File: config.mk
export PLATFORM = sky130hd
export DESIGN_NAME = rv_toggle_responder_flat
export DESIGN_NICKNAME = d
export VERILOG_FILES = /design/src/rtl/rv_toggle_responder_if.sv /design/src/rtl/rv_toggle_responder.sv /design/src/flat_wrapper.sv
export SDC_FILE = /design/constraint.sdc
export NUM_CORES = 1
export LEC_CHECK = 0
export CORE_UTILIZATION = 45
export CTS_BUF_LIST = sky130_fd_sc_hd__clkbuf_4
export DETAILED_ROUTE_END_ITERATION = 6
export PLACE_DENSITY = 0.76
export SYNTH_ARGS = -nofsm -noshare
export SYNTH_HDL_FRONTEND = slang
export SYNTH_SLANG_ARGS = --single-unit
File: constraint.sdc
create_clock -name clk -period 2.65 [get_ports clk]
set_input_delay 0.53 -clock clk [delete_from_list [all_inputs] [get_ports clk]]
set_output_delay 0.53 -clock clk [all_outputs]
set_load 0.1 [all_outputs]
File: src/rtl/rv_toggle_responder_if.sv
// rtl/rv_toggle_responder_if.sv - toggle req/ack port and valid/ready backing-memory port
//
// Purpose:
//   rv_toggle_if : 16-bit half-word toggle req/ack port.
//                  master = requester, slave = responder.
//   rv_mem_if    : generic valid/ready backing-memory port (BRAM or arbitrated SDRAM slot).
//                  master = responder, slave = memory.
//
// rv_toggle_if signals:
//   rv_req      requester -> responder  request toggle; pending while rv_req != rv_req_ack
//   rv_req_ack  responder -> requester  completion toggle
//   rv_addr     requester -> responder  half-word address
//   rv_din      requester -> responder  write data
//   rv_ds       requester -> responder  byte lanes {hi,lo}
//   rv_we       requester -> responder  1 = write, 0 = read
//   rv_dout     responder -> requester  read data, held until the next read completes
//
// rv_mem_if signals:
//   mem_valid   responder -> memory     access request
//   mem_ready   memory -> responder     accept/complete, sampled together with mem_valid
//   mem_we      responder -> memory     write
//   mem_addr    responder -> memory     half-word address
//   mem_wdata   responder -> memory     write data
//   mem_be      responder -> memory     byte enables
//   mem_rdata   memory -> responder     read data, valid in the mem_valid & mem_ready cycle

interface rv_toggle_if #(
  parameter int unsigned ADDR_WIDTH = 20
);
  logic                  rv_req;
  logic                  rv_req_ack;
  logic [ADDR_WIDTH-1:0] rv_addr;
  logic [15:0]           rv_din;
  logic [1:0]            rv_ds;
  logic                  rv_we;
  logic [15:0]           rv_dout;

  modport master (
    output rv_req, rv_addr, rv_din, rv_ds, rv_we,
    input  rv_req_ack, rv_dout
  );

  modport slave (
    input  rv_req, rv_addr, rv_din, rv_ds, rv_we,
    output rv_req_ack, rv_dout
  );
endinterface

interface rv_mem_if #(
  parameter int unsigned ADDR_WIDTH = 20
);
  logic                  mem_valid;
  logic                  mem_ready;
  logic                  mem_we;
  logic [ADDR_WIDTH-1:0] mem_addr;
  logic [15:0]           mem_wdata;
  logic [1:0]            mem_be;
  logic [15:0]           mem_rdata;

  modport master (
    output mem_valid, mem_we, mem_addr, mem_wdata, mem_be,
    input  mem_ready, mem_rdata
  );

  modport slave (
    input  mem_valid, mem_we, mem_addr, mem_wdata, mem_be,
    output mem_ready, mem_rdata
  );
endinterface

File: src/rtl/rv_toggle_responder.sv
// rtl/rv_toggle_responder.sv - responder for the 16-bit toggle req/ack memory port
//
// Purpose:
//   Serves one half-word request per toggle of rv_req on a valid/ready backing
//   memory, returns read data and toggles rv_req_ack on completion. Partial
//   writes are done as read-modify-write when the backend has no byte enables.
//   Stalled backend accesses are aborted after TIMEOUT cycles (0 = never).
//
// Ports:
//   clk     in   single clock, all logic on posedge
//   resetn  in   asynchronous active-low reset
//   rv      rv_toggle_if.slave  requester side (rv_req/rv_req_ack/rv_addr/rv_din/rv_ds/rv_we/rv_dout)
//   mem     rv_mem_if.master    backend side (mem_valid/mem_ready/mem_we/mem_addr/mem_wdata/mem_be/mem_rdata)
//   busy    out  state != IDLE
//   err     out  sticky timeout flag, cleared only by reset

module rv_toggle_responder #(
  parameter int unsigned ADDR_WIDTH     = 20,
  parameter bit          BYTE_EN_NATIVE = 1'b1,
  parameter int unsigned TIMEOUT        = 1023,
  parameter logic [15:0] ERR_DATA       = 16'hDEAD
) (
  input  logic       clk,
  input  logic       resetn,
  rv_toggle_if.slave rv,
  rv_mem_if.master   mem,
  output logic       busy,
  output logic       err
);

  // Counter only has to hold TIMEOUT-1: the abort fires on the stall cycle
  // that would take it to TIMEOUT.
  localparam int unsigned TW = (TIMEOUT < 2) ? 1 : $clog2(TIMEOUT);

  typedef enum logic [2:0] {
    IDLE   = 3'd0,
    RD     = 3'd1,
    RMW_RD = 3'd2,
    WR     = 3'd3,
    DONE   = 3'd4
  } state_t;

  state_t                state_q, state_nxt;
  logic                  ack_q, ack_nxt;
  logic [15:0]           dout_q, dout_nxt;
  logic                  err_q, err_nxt;
  logic                  valid_q, valid_nxt;
  logic                  we_q, we_nxt;
  logic [ADDR_WIDTH-1:0] addr_q, addr_nxt;
  logic [15:0]           wdata_q, wdata_nxt;
  logic [1:0]            be_q, be_nxt;
  logic [15:0]           din_q, din_nxt;
  logic [1:0]            ds_q, ds_nxt;
  logic [TW-1:0]         tcnt_q, tcnt_nxt;

  logic                  pending;
  logic                  expired;
  logic [15:0]           merged;

  assign pending = (rv.rv_req != ack_q);

  // Access states always hold mem_valid high, so a stall is simply !mem_ready.
  assign expired = (TIMEOUT != 0) && valid_q && !mem.mem_ready &&
                   ((32'(tcnt_q) + 32'd1) == TIMEOUT);

  // Requested lanes from the captured write data, the rest from memory.
  assign merged = {ds_q[1] ? din_q[15:8] : mem.mem_rdata[15:8],
                   ds_q[0] ? din_q[7:0]  : mem.mem_rdata[7:0]};

  always_ff @(posedge clk or negedge resetn) begin
    if (!resetn) begin
      state_q <= IDLE;
      ack_q   <= 1'b0;
      dout_q  <= 16'h0000;
      err_q   <= 1'b0;
      valid_q <= 1'b0;
      we_q    <= 1'b0;
      addr_q  <= '0;
      wdata_q <= 16'h0000;
      be_q    <= 2'b00;
      din_q   <= 16'h0000;
      ds_q    <= 2'b00;
      tcnt_q  <= '0;
    end else begin
      state_q <= state_nxt;
      ack_q   <= ack_nxt;
      dout_q  <= dout_nxt;
      err_q   <= err_nxt;
      valid_q <= valid_nxt;
      we_q    <= we_nxt;
      addr_q  <= addr_nxt;
      wdata_q <= wdata_nxt;
      be_q    <= be_nxt;
      din_q   <= din_nxt;
      ds_q    <= ds_nxt;
      tcnt_q  <= tcnt_nxt;
    end
  end

  always_comb begin
    state_nxt = state_q;
    ack_nxt   = ack_q;
    dout_nxt  = dout_q;
    err_nxt   = err_q;
    valid_nxt = valid_q;
    we_nxt    = we_q;
    addr_nxt  = addr_q;
    wdata_nxt = wdata_q;
    be_nxt    = be_q;
    din_nxt   = din_q;
    ds_nxt    = ds_q;
    tcnt_nxt  = tcnt_q;

    case (state_q)
      IDLE: begin
        if (pending) begin
          addr_nxt  = rv.rv_addr;
          din_nxt   = rv.rv_din;
          ds_nxt    = rv.rv_ds;
          wdata_nxt = rv.rv_din;
          be_nxt    = rv.rv_ds;
          tcnt_nxt  = '0;
          if (rv.rv_ds == 2'b00) begin
            state_nxt = DONE;
          end else if (!rv.rv_we) begin
            state_nxt = RD;
            valid_nxt = 1'b1;
            we_nxt    = 1'b0;
          end else if (rv.rv_ds == 2'b11 || BYTE_EN_NATIVE) begin
            state_nxt = WR;
            valid_nxt = 1'b1;
            we_nxt    = 1'b1;
          end else begin
            state_nxt = RMW_RD;
            valid_nxt = 1'b1;
            we_nxt    = 1'b0;
          end
        end
      end

      RD: begin
        if (mem.mem_ready) begin
          dout_nxt  = mem.mem_rdata;
          valid_nxt = 1'b0;
          state_nxt = DONE;
        end else if (expired) begin
          dout_nxt  = ERR_DATA;
          err_nxt   = 1'b1;
          valid_nxt = 1'b0;
          state_nxt = DONE;
        end else begin
          tcnt_nxt = tcnt_q + TW'(1);
        end
      end

      RMW_RD: begin
        if (mem.mem_ready) begin
          // mem_valid stays high; the write phase starts on the next cycle.
          wdata_nxt = merged;
          we_nxt    = 1'b1;
          tcnt_nxt  = '0;
          state_nxt = WR;
        end else if (expired) begin
          err_nxt   = 1'b1;
          valid_nxt = 1'b0;
          state_nxt = DONE;
        end else begin
          tcnt_nxt = tcnt_q + TW'(1);
        end
      end

      WR: begin
        if (mem.mem_ready) begin
          valid_nxt = 1'b0;
          state_nxt = DONE;
        end else if (expired) begin
          err_nxt   = 1'b1;
          valid_nxt = 1'b0;
          state_nxt = DONE;
        end else begin
          tcnt_nxt = tcnt_q + TW'(1);
        end
      end

      DONE: begin
        ack_nxt   = ~ack_q;
        state_nxt = IDLE;
      end

      default: begin
        valid_nxt = 1'b0;
        state_nxt = IDLE;
      end
    endcase
  end

  assign rv.rv_req_ack = ack_q;
  assign rv.rv_dout    = dout_q;
  assign mem.mem_valid = valid_q;
  assign mem.mem_we    = we_q;
  assign mem.mem_addr  = addr_q;
  assign mem.mem_wdata = wdata_q;
  assign busy          = (state_q != IDLE);
  assign err           = err_q;

  generate
    if (BYTE_EN_NATIVE) begin : g_be_native
      assign mem.mem_be = be_q;
    end else begin : g_be_full
      assign mem.mem_be = 2'b11;
    end
  endgenerate

endmodule

File: src/flat_wrapper.sv
// flat-port wrapper written by rule: the top's interface ports become plain ports
module rv_toggle_responder_flat 
#(
  parameter int unsigned ADDR_WIDTH     = 20,
  parameter bit          BYTE_EN_NATIVE = 1'b1,
  parameter int unsigned TIMEOUT        = 1023,
  parameter logic [15:0] ERR_DATA       = 16'hDEAD
)
  (clk, resetn, busy, err, rv_rv_req, rv_rv_addr, rv_rv_din, rv_rv_ds, rv_rv_we, rv_rv_req_ack, rv_rv_dout, mem_mem_valid, mem_mem_we, mem_mem_addr, mem_mem_wdata, mem_mem_be, mem_mem_ready, mem_mem_rdata);
  rv_toggle_if #(.ADDR_WIDTH(ADDR_WIDTH)) rv_i ();
  rv_mem_if #(.ADDR_WIDTH(ADDR_WIDTH)) mem_i ();
  input  logic clk;
  input  logic resetn;
  output logic busy;
  output logic err;
  input wire logic [$bits(rv_i.rv_req)-1:0] rv_rv_req;
  input wire logic [$bits(rv_i.rv_addr)-1:0] rv_rv_addr;
  input wire logic [$bits(rv_i.rv_din)-1:0] rv_rv_din;
  input wire logic [$bits(rv_i.rv_ds)-1:0] rv_rv_ds;
  input wire logic [$bits(rv_i.rv_we)-1:0] rv_rv_we;
  output wire logic [$bits(rv_i.rv_req_ack)-1:0] rv_rv_req_ack;
  output wire logic [$bits(rv_i.rv_dout)-1:0] rv_rv_dout;
  output wire logic [$bits(mem_i.mem_valid)-1:0] mem_mem_valid;
  output wire logic [$bits(mem_i.mem_we)-1:0] mem_mem_we;
  output wire logic [$bits(mem_i.mem_addr)-1:0] mem_mem_addr;
  output wire logic [$bits(mem_i.mem_wdata)-1:0] mem_mem_wdata;
  output wire logic [$bits(mem_i.mem_be)-1:0] mem_mem_be;
  input wire logic [$bits(mem_i.mem_ready)-1:0] mem_mem_ready;
  input wire logic [$bits(mem_i.mem_rdata)-1:0] mem_mem_rdata;
  assign rv_i.rv_req = rv_rv_req;
  assign rv_i.rv_addr = rv_rv_addr;
  assign rv_i.rv_din = rv_rv_din;
  assign rv_i.rv_ds = rv_rv_ds;
  assign rv_i.rv_we = rv_rv_we;
  assign rv_rv_req_ack = rv_i.rv_req_ack;
  assign rv_rv_dout = rv_i.rv_dout;
  assign mem_mem_valid = mem_i.mem_valid;
  assign mem_mem_we = mem_i.mem_we;
  assign mem_mem_addr = mem_i.mem_addr;
  assign mem_mem_wdata = mem_i.mem_wdata;
  assign mem_mem_be = mem_i.mem_be;
  assign mem_i.mem_ready = mem_mem_ready;
  assign mem_i.mem_rdata = mem_mem_rdata;
  rv_toggle_responder #(.ADDR_WIDTH(ADDR_WIDTH), .BYTE_EN_NATIVE(BYTE_EN_NATIVE), .TIMEOUT(TIMEOUT), .ERR_DATA(ERR_DATA)) u_core (.clk(clk), .resetn(resetn), .rv(rv_i), .mem(mem_i), .busy(busy), .err(err));
endmodule
==> flow_summary.json, run 1 <==
{
  "gr-total-overflow": 0,
  "clock_latency_ps": 430,
  "antenna_found_initial": 0,
  "status": "completed",
  "cpPeakStageDelay_ps": 520,
  "root_buffer": "clkbuf_4",
  "synth-simple-area-share_pct": 11.7,
  "wl_per_cell_um": 16.3,
  "cts_tree": "done",
  "r2r_setup_slack_ps": 390,
  "cp_slowest_cell": "dfrtp_1",
  "dpl.hpwl_mm": 7.45,
  "synth_xor_area_share_pct": 0.426,
  "die-width_um": 97.5,
  "fmax_mhz": 443,
  "die_area_um2": 9510,
  "grt_usage_pct": 21.4,
  "place.gp.congestion": 0.841,
  "worstPathCellList": "ha_1 -> nor2b_1 -> a21oi_1 -> o21ai_1 -> and3_1 -> o21ai_1",
  "start_util_pct": 46.9,
  "skew_ps": 11.7,
  "grt_pass1_vias": 3377,
  "cts_buffers": 9,
  "tightestPinTransition_ps": 602,
  "ctsResizeCount": 0,
  "synth_area_leaders": "dfrtp_1, mux2_2, o21ai_0",
  "crit_type": "reg2reg",
  "yosysMostFrequentCell": "dfrtp_1",
  "clk_path_buf_depth": 2,
  "crit_arrival_ps": 2560,
  "yosys-top-cells-count": "dfrtp_1, nand2_1, o21ai_0, mux2_2, nor2_1",
  "slew_headroom_pct": 59.9,
  "r2r_cells": 6,
  "seq_area_frac_synth_pct": 53.0,
  "viasPerCell": 5.53,
  "fin_crit_sh_pct": 85.1,
  "io_pins": 118,
  "vias": 3394,
  "diodes": 0,
  "core_um2": 8760,
  "drive_gt1_share_pct": 24.3,
  "grt_start_max_net_pins": 48,
  "finalNetCount": 562,
  "die_h_um": 97.5,
  "critPathLaunchType": "register",
  "setup.worst_path.start": "u_core.tcnt_q[1]$_DFFE_PN0P_",
  "yosys.area.top_type": "dfrtp_1",
  "grt_pass1_wl_mm": 16.3,
  "post_cts_buffers": 0,
  "ys_types": 49,
  "cpMostUsedCell": "o21ai_1",
  "min_path_type": "in2async",
  "async_flop_share_pct": 100,
  "cp-endpoint": "u_core.rv.rv_dout[1]$_DFFE_PN0P_",
  "area_delta_synth_final_pct": 31.3,
  "htree_levels": 3,
  "rows": 34,
  "synth_compound_area_share_pct": 16.1,
  "cp_max_fo": 10,
  "rr_endpoint": "u_core.rv.rv_dout[1]$_DFFE_PN0P_",
  "synth_cells": 388,
  "io_buffers": 117,
  "ant_nets": 0,
  "critical_path_required_ps": 2950,
  "drt-total-wl_mm": 10.0,
  "cap_viol_max_count": 0,
  "synthAdderAreaFrac_pct": 0.609,
  "setup_tns_ps": 0,
  "cp-end-kind": "register",
  "drc_errors": 0,
  "path_clk_slew_ps": 150,
  "report.final.slew_viol_count": 0,
  "synthFlopType": "dfrtp_1",
  "syn_area_um2": 4110,
  "setup_viol": 0,
  "hold_buffers": 0,
  "synth_top_family_by_area": "compound AO/OA/AOI/OAI gates",
  "synth_edf_count": 0,
  "synth.top_cell.area_share_pct": 53.0,
  "worst_hold_slack_ps": 76.3,
  "fin_util_pct": 61.5,
  "synthMuxAreaShare_pct": 15.4,
  "rr_startpoint": "u_core.tcnt_q[1]$_DFFE_PN0P_",
  "ys_seq_elements": 87,
  "numClockSinks": 87,
  "synth.avg_cell_area_um2": 10.6,
  "finalHoldViolations": 0,
  "yosysWarnings": 0,
  "synth_fp_nets": 449,
  "firstDrtPassIters": 4,
  "rsz0062_at_grt": "no",
  "first_iter_violations": 167,
  "min_period_ps": 2260
}
[per-stage QoR]
step           cell area (um^2)  cells  setup WS [ps]
2_1_floorplan              4110    388            139
3_3_place_gp               5270    598            237
3_5_place_dp               5270    598            211
4_1_cts                    5390    614            408
5_1_grt                    5390    614            261
6_report                   5390    614            394
[layout make-up]
cell class | instances | area (um^2)
clock buffer | 9 | 67.6
inverter | 3 | 11.3
tap | 108 | 135
timing repair buffer | 126 | 1130
clock inverter | 7 | 55.1
multi-input combinational | 274 | 1820
fill | 733 | 3370
sequential | 87 | 2180
[worst min path at each step]
stage	start	endpoint	slack [ps]	cells after the start
2_1_floorplan	resetn	u_core.din_q[0]$_DFFE_PN0P_	230	0
3_3_place_gp	u_core.err$_DFFE_PN0P_	u_core.err$_DFFE_PN0P_	440	1
3_5_place_dp	u_core.err$_DFFE_PN0P_	u_core.err$_DFFE_PN0P_	450	1
4_1_cts	resetn	u_core.mem.mem_addr[2]$_DFFE_PN0P_	90	1
5_1_grt	resetn	u_core.mem.mem_addr[2]$_DFFE_PN0P_	110	1
6_report	resetn	u_core.mem.mem_addr[2]$_DFFE_PN0P_	80	1
[cells in the final DEF (no fill, tap or decap), drive strengths merged, types with 3 or more instances in the layout]
master         Yosys  layout
a21oi             18      18
a22oi              5       5
a31o               3       3
and2               4       4
buf                7      69
clkbuf            17       9
clkdlybuf4s50      0      57
clkinv             1       4
dfrtp             87      87
inv                2       6
mux2              40      40
mux2i             18      18
nand2             53      53
nand2b             3       3
nand3              4       4
nor2              23      23
nor2b              4       4
nor3               3       3
o21ai             48      48
o22ai             11      11
o41ai              6       6
[worst max-delay path, delay by kind of cell (launching register included)]
kind / cells / cell delay [ps]
compound gates: 3 / 580
flops: 1 / 520
simple gates: 2 / 670
fa+ha+maj: 1 / 350
[metal layers]
metal	up-vias	routed length [um]	track usage [%]
met5	-	0	0
met4	0	71	5.43
met3	7	746	6.76
met2	110	4810	35.0
met1	1662	4390	27.6
li1	1615	-	-
[registers in the layout, indices dropped and copies added (netlist names)]
signal	cells
u_core.din_q	16
u_core.mem.mem_be	2
u_core.state_q	3
u_core.mem.mem_valid	1
u_core.mem.mem_we	1
u_core.rv.rv_req_ack	1
u_core.mem.mem_wdata	16
u_core.mem.mem_addr	20
u_core.tcnt_q	10
u_core.rv.rv_dout	16
u_core.err	1
[cell families (layout without fill, tap and decap cells)]
family / count (synthesis) / after routing
flip-flops: 87 / 87
AND/OR/NAND/NOR: 106 / 106
buffers and inverters: 27 / 145
adder cells (fa/ha/maj): 2 / 2
AO/OA/AOI/OAI: 106 / 106
multiplexers: 58 / 58
XOR/XNOR: 2 / 2
Power of run 1 is left out: the tool's default activity adds up to more than one toggle a clock period on the data nets, which glitch-free logic cannot reach.
==> inputs of run 2 (changes only) <==
- CTS_BUF_LIST: sky130_fd_sc_hd__clkbuf_4 -> default
- HOLD_SLACK_MARGIN: default -> 0.06
- SKIP_CTS_REPAIR_TIMING: default -> 1
==> run 2 against run 1 <==
Register-to-register slack better by 20 ps. Cell count unchanged. Worst hold slack gained 73 ps. Final area is 1.2% higher. Utilization is 0.76 points higher. Highest routed layer unchanged. Sequential share of layout area shrank 0.49 points. Sequential cell count unchanged. Maximum frequency increased by 0.72%. Via count is 0.35% higher.
==> flow_summary.json, run 2 (synthesized netlist as in run 1, its figures left out) <==
{
  "setup_viol": 0,
  "clock_latency_ps": 360,
  "area_delta_synth_final_pct": 32.9,
  "grt_start_max_net_pins": 48,
  "viasPerCell": 5.55,
  "cp_max_fo": 10,
  "die_area_um2": 9510,
  "min_period_ps": 2240,
  "vias": 3406,
  "report.final.slew_viol_count": 0,
  "grt_pass1_vias": 3364,
  "place.gp.congestion": 0.841,
  "grt_pass1_wl_mm": 16.3,
  "ant_nets": 0,
  "first_iter_violations": 187,
  "drt-total-wl_mm": 9.98,
  "die-width_um": 97.5,
  "critical_path_required_ps": 2890,
  "cp-end-kind": "register",
  "slew_headroom_pct": 59.9,
  "numClockSinks": 87,
  "finalNetCount": 562,
  "io_pins": 118,
  "drive_gt1_share_pct": 24.5,
  "start_util_pct": 46.9,
  "clk_path_buf_depth": 2,
  "setup_tns_ps": 0,
  "cts_tree": "done",
  "grt_usage_pct": 21.5,
  "cap_viol_max_count": 0,
  "final_common_cell": "dfrtp_1",
  "dpl.hpwl_mm": 7.45,
  "root_buffer": "clkbuf_8",
  "fin_ws_ps": 410,
  "fmax_mhz": 446,
  "htree_levels": 3,
  "finalHoldViolations": 0,
  "status": "completed",
  "drc_errors": 0,
  "fin_crit_sh_pct": 84.5,
  "firstDrtPassIters": 4,
  "pre_cts_slack_ps": 211,
  "fin_util_pct": 62.3,
  "critPathLaunchType": "register",
  "crit_arrival_ps": 2480,
  "die_h_um": 97.5,
  "min_path_type": "in2async",
  "antenna_found_initial": 0,
  "skew_ps": 11.4,
  "path_clk_slew_ps": 100,
  "diodes": 0,
  "rows": 34,
  "wl_per_cell_um": 16.3,
  "io_buffers": 117,
  "final_cell_mix": "dfrtp_1, buf_4, clkdlybuf4s50_1, nand2_1, o21ai_0",
  "core_um2": 8760,
  "largest_reg_flops": 20,
  "crit_type": "reg2reg",
  "rsz0062_at_grt": "no",
  "cts_buffers": 9,
  "gr-total-overflow": 0,
  "tightestPinTransition_ps": 602
}
## run 2: changes by cell type in the layout (fill, tap and decap cells not counted), sizes merged
cell and delta:
clkbuf +1, clkinv -1
## run 2: area by class of cell
type / instances / area, um^2
clock buffer: 10 / 138
clock inverter: 6 / 51.3
timing repair buffer: 126 / 1130
inverter: 3 / 11.3
multi-input combinational: 274 / 1820
sequential: 87 / 2180
tap: 108 / 135
fill: 731 / 3310
## run 2: per-layer routing
metal	share of wire [%]	vias up	global-route usage (%)
met5	0	-	0
met4	1.1	0	6.11
met3	7.2	12	6.98
met2	48	104	34.5
met1	44	1671	27.9
li1	-	1619	-
## run 2: worst max-delay path: stages (launching register included)
cell     delay [ps]
dfrtp_1         490
ha_1            350
nor2b_1         170
a21oi_1          80
o21ai_1         360
and3_1          500
o41ai_1         150
## run 2: path summary, 6_finish.rpt
kind,startpoint,to,slack [ps],cells past startpoint
max,u_core.tcnt_q[1]$_DFFE_PN0P_,u_core.tcnt_q[3]$_DFFE_PN0P_,410,6
min,resetn,u_core.mem.mem_addr[1]$_DFFE_PN0P_,150,1
max reg2reg,u_core.tcnt_q[1]$_DFFE_PN0P_,u_core.tcnt_q[3]$_DFFE_PN0P_,410,6
min reg2reg,u_core.err$_DFFE_PN0P_,u_core.err$_DFFE_PN0P_,470,1
max in group asynchronous,resetn,u_core.mem.mem_wdata[9]$_DFFE_PN0P_,1840,2
min in group clk,u_core.err$_DFFE_PN0P_,u_core.err$_DFFE_PN0P_,470,1
## run 2: metrics by stage
| stage | area (um^2) | std cells | hold WS [ps] |
|---|---|---|---|
| after floorplan | 4110 | 388 | 234 |
| after global placement | 5270 | 598 | 441 |
| after detailed placement | 5270 | 598 | 450 |
| after CTS | 5460 | 614 | 182 |
| after global routing | 5460 | 614 | 206 |
| final | 5460 | 614 | 150 |
Power of run 2 is left out for the same reason.
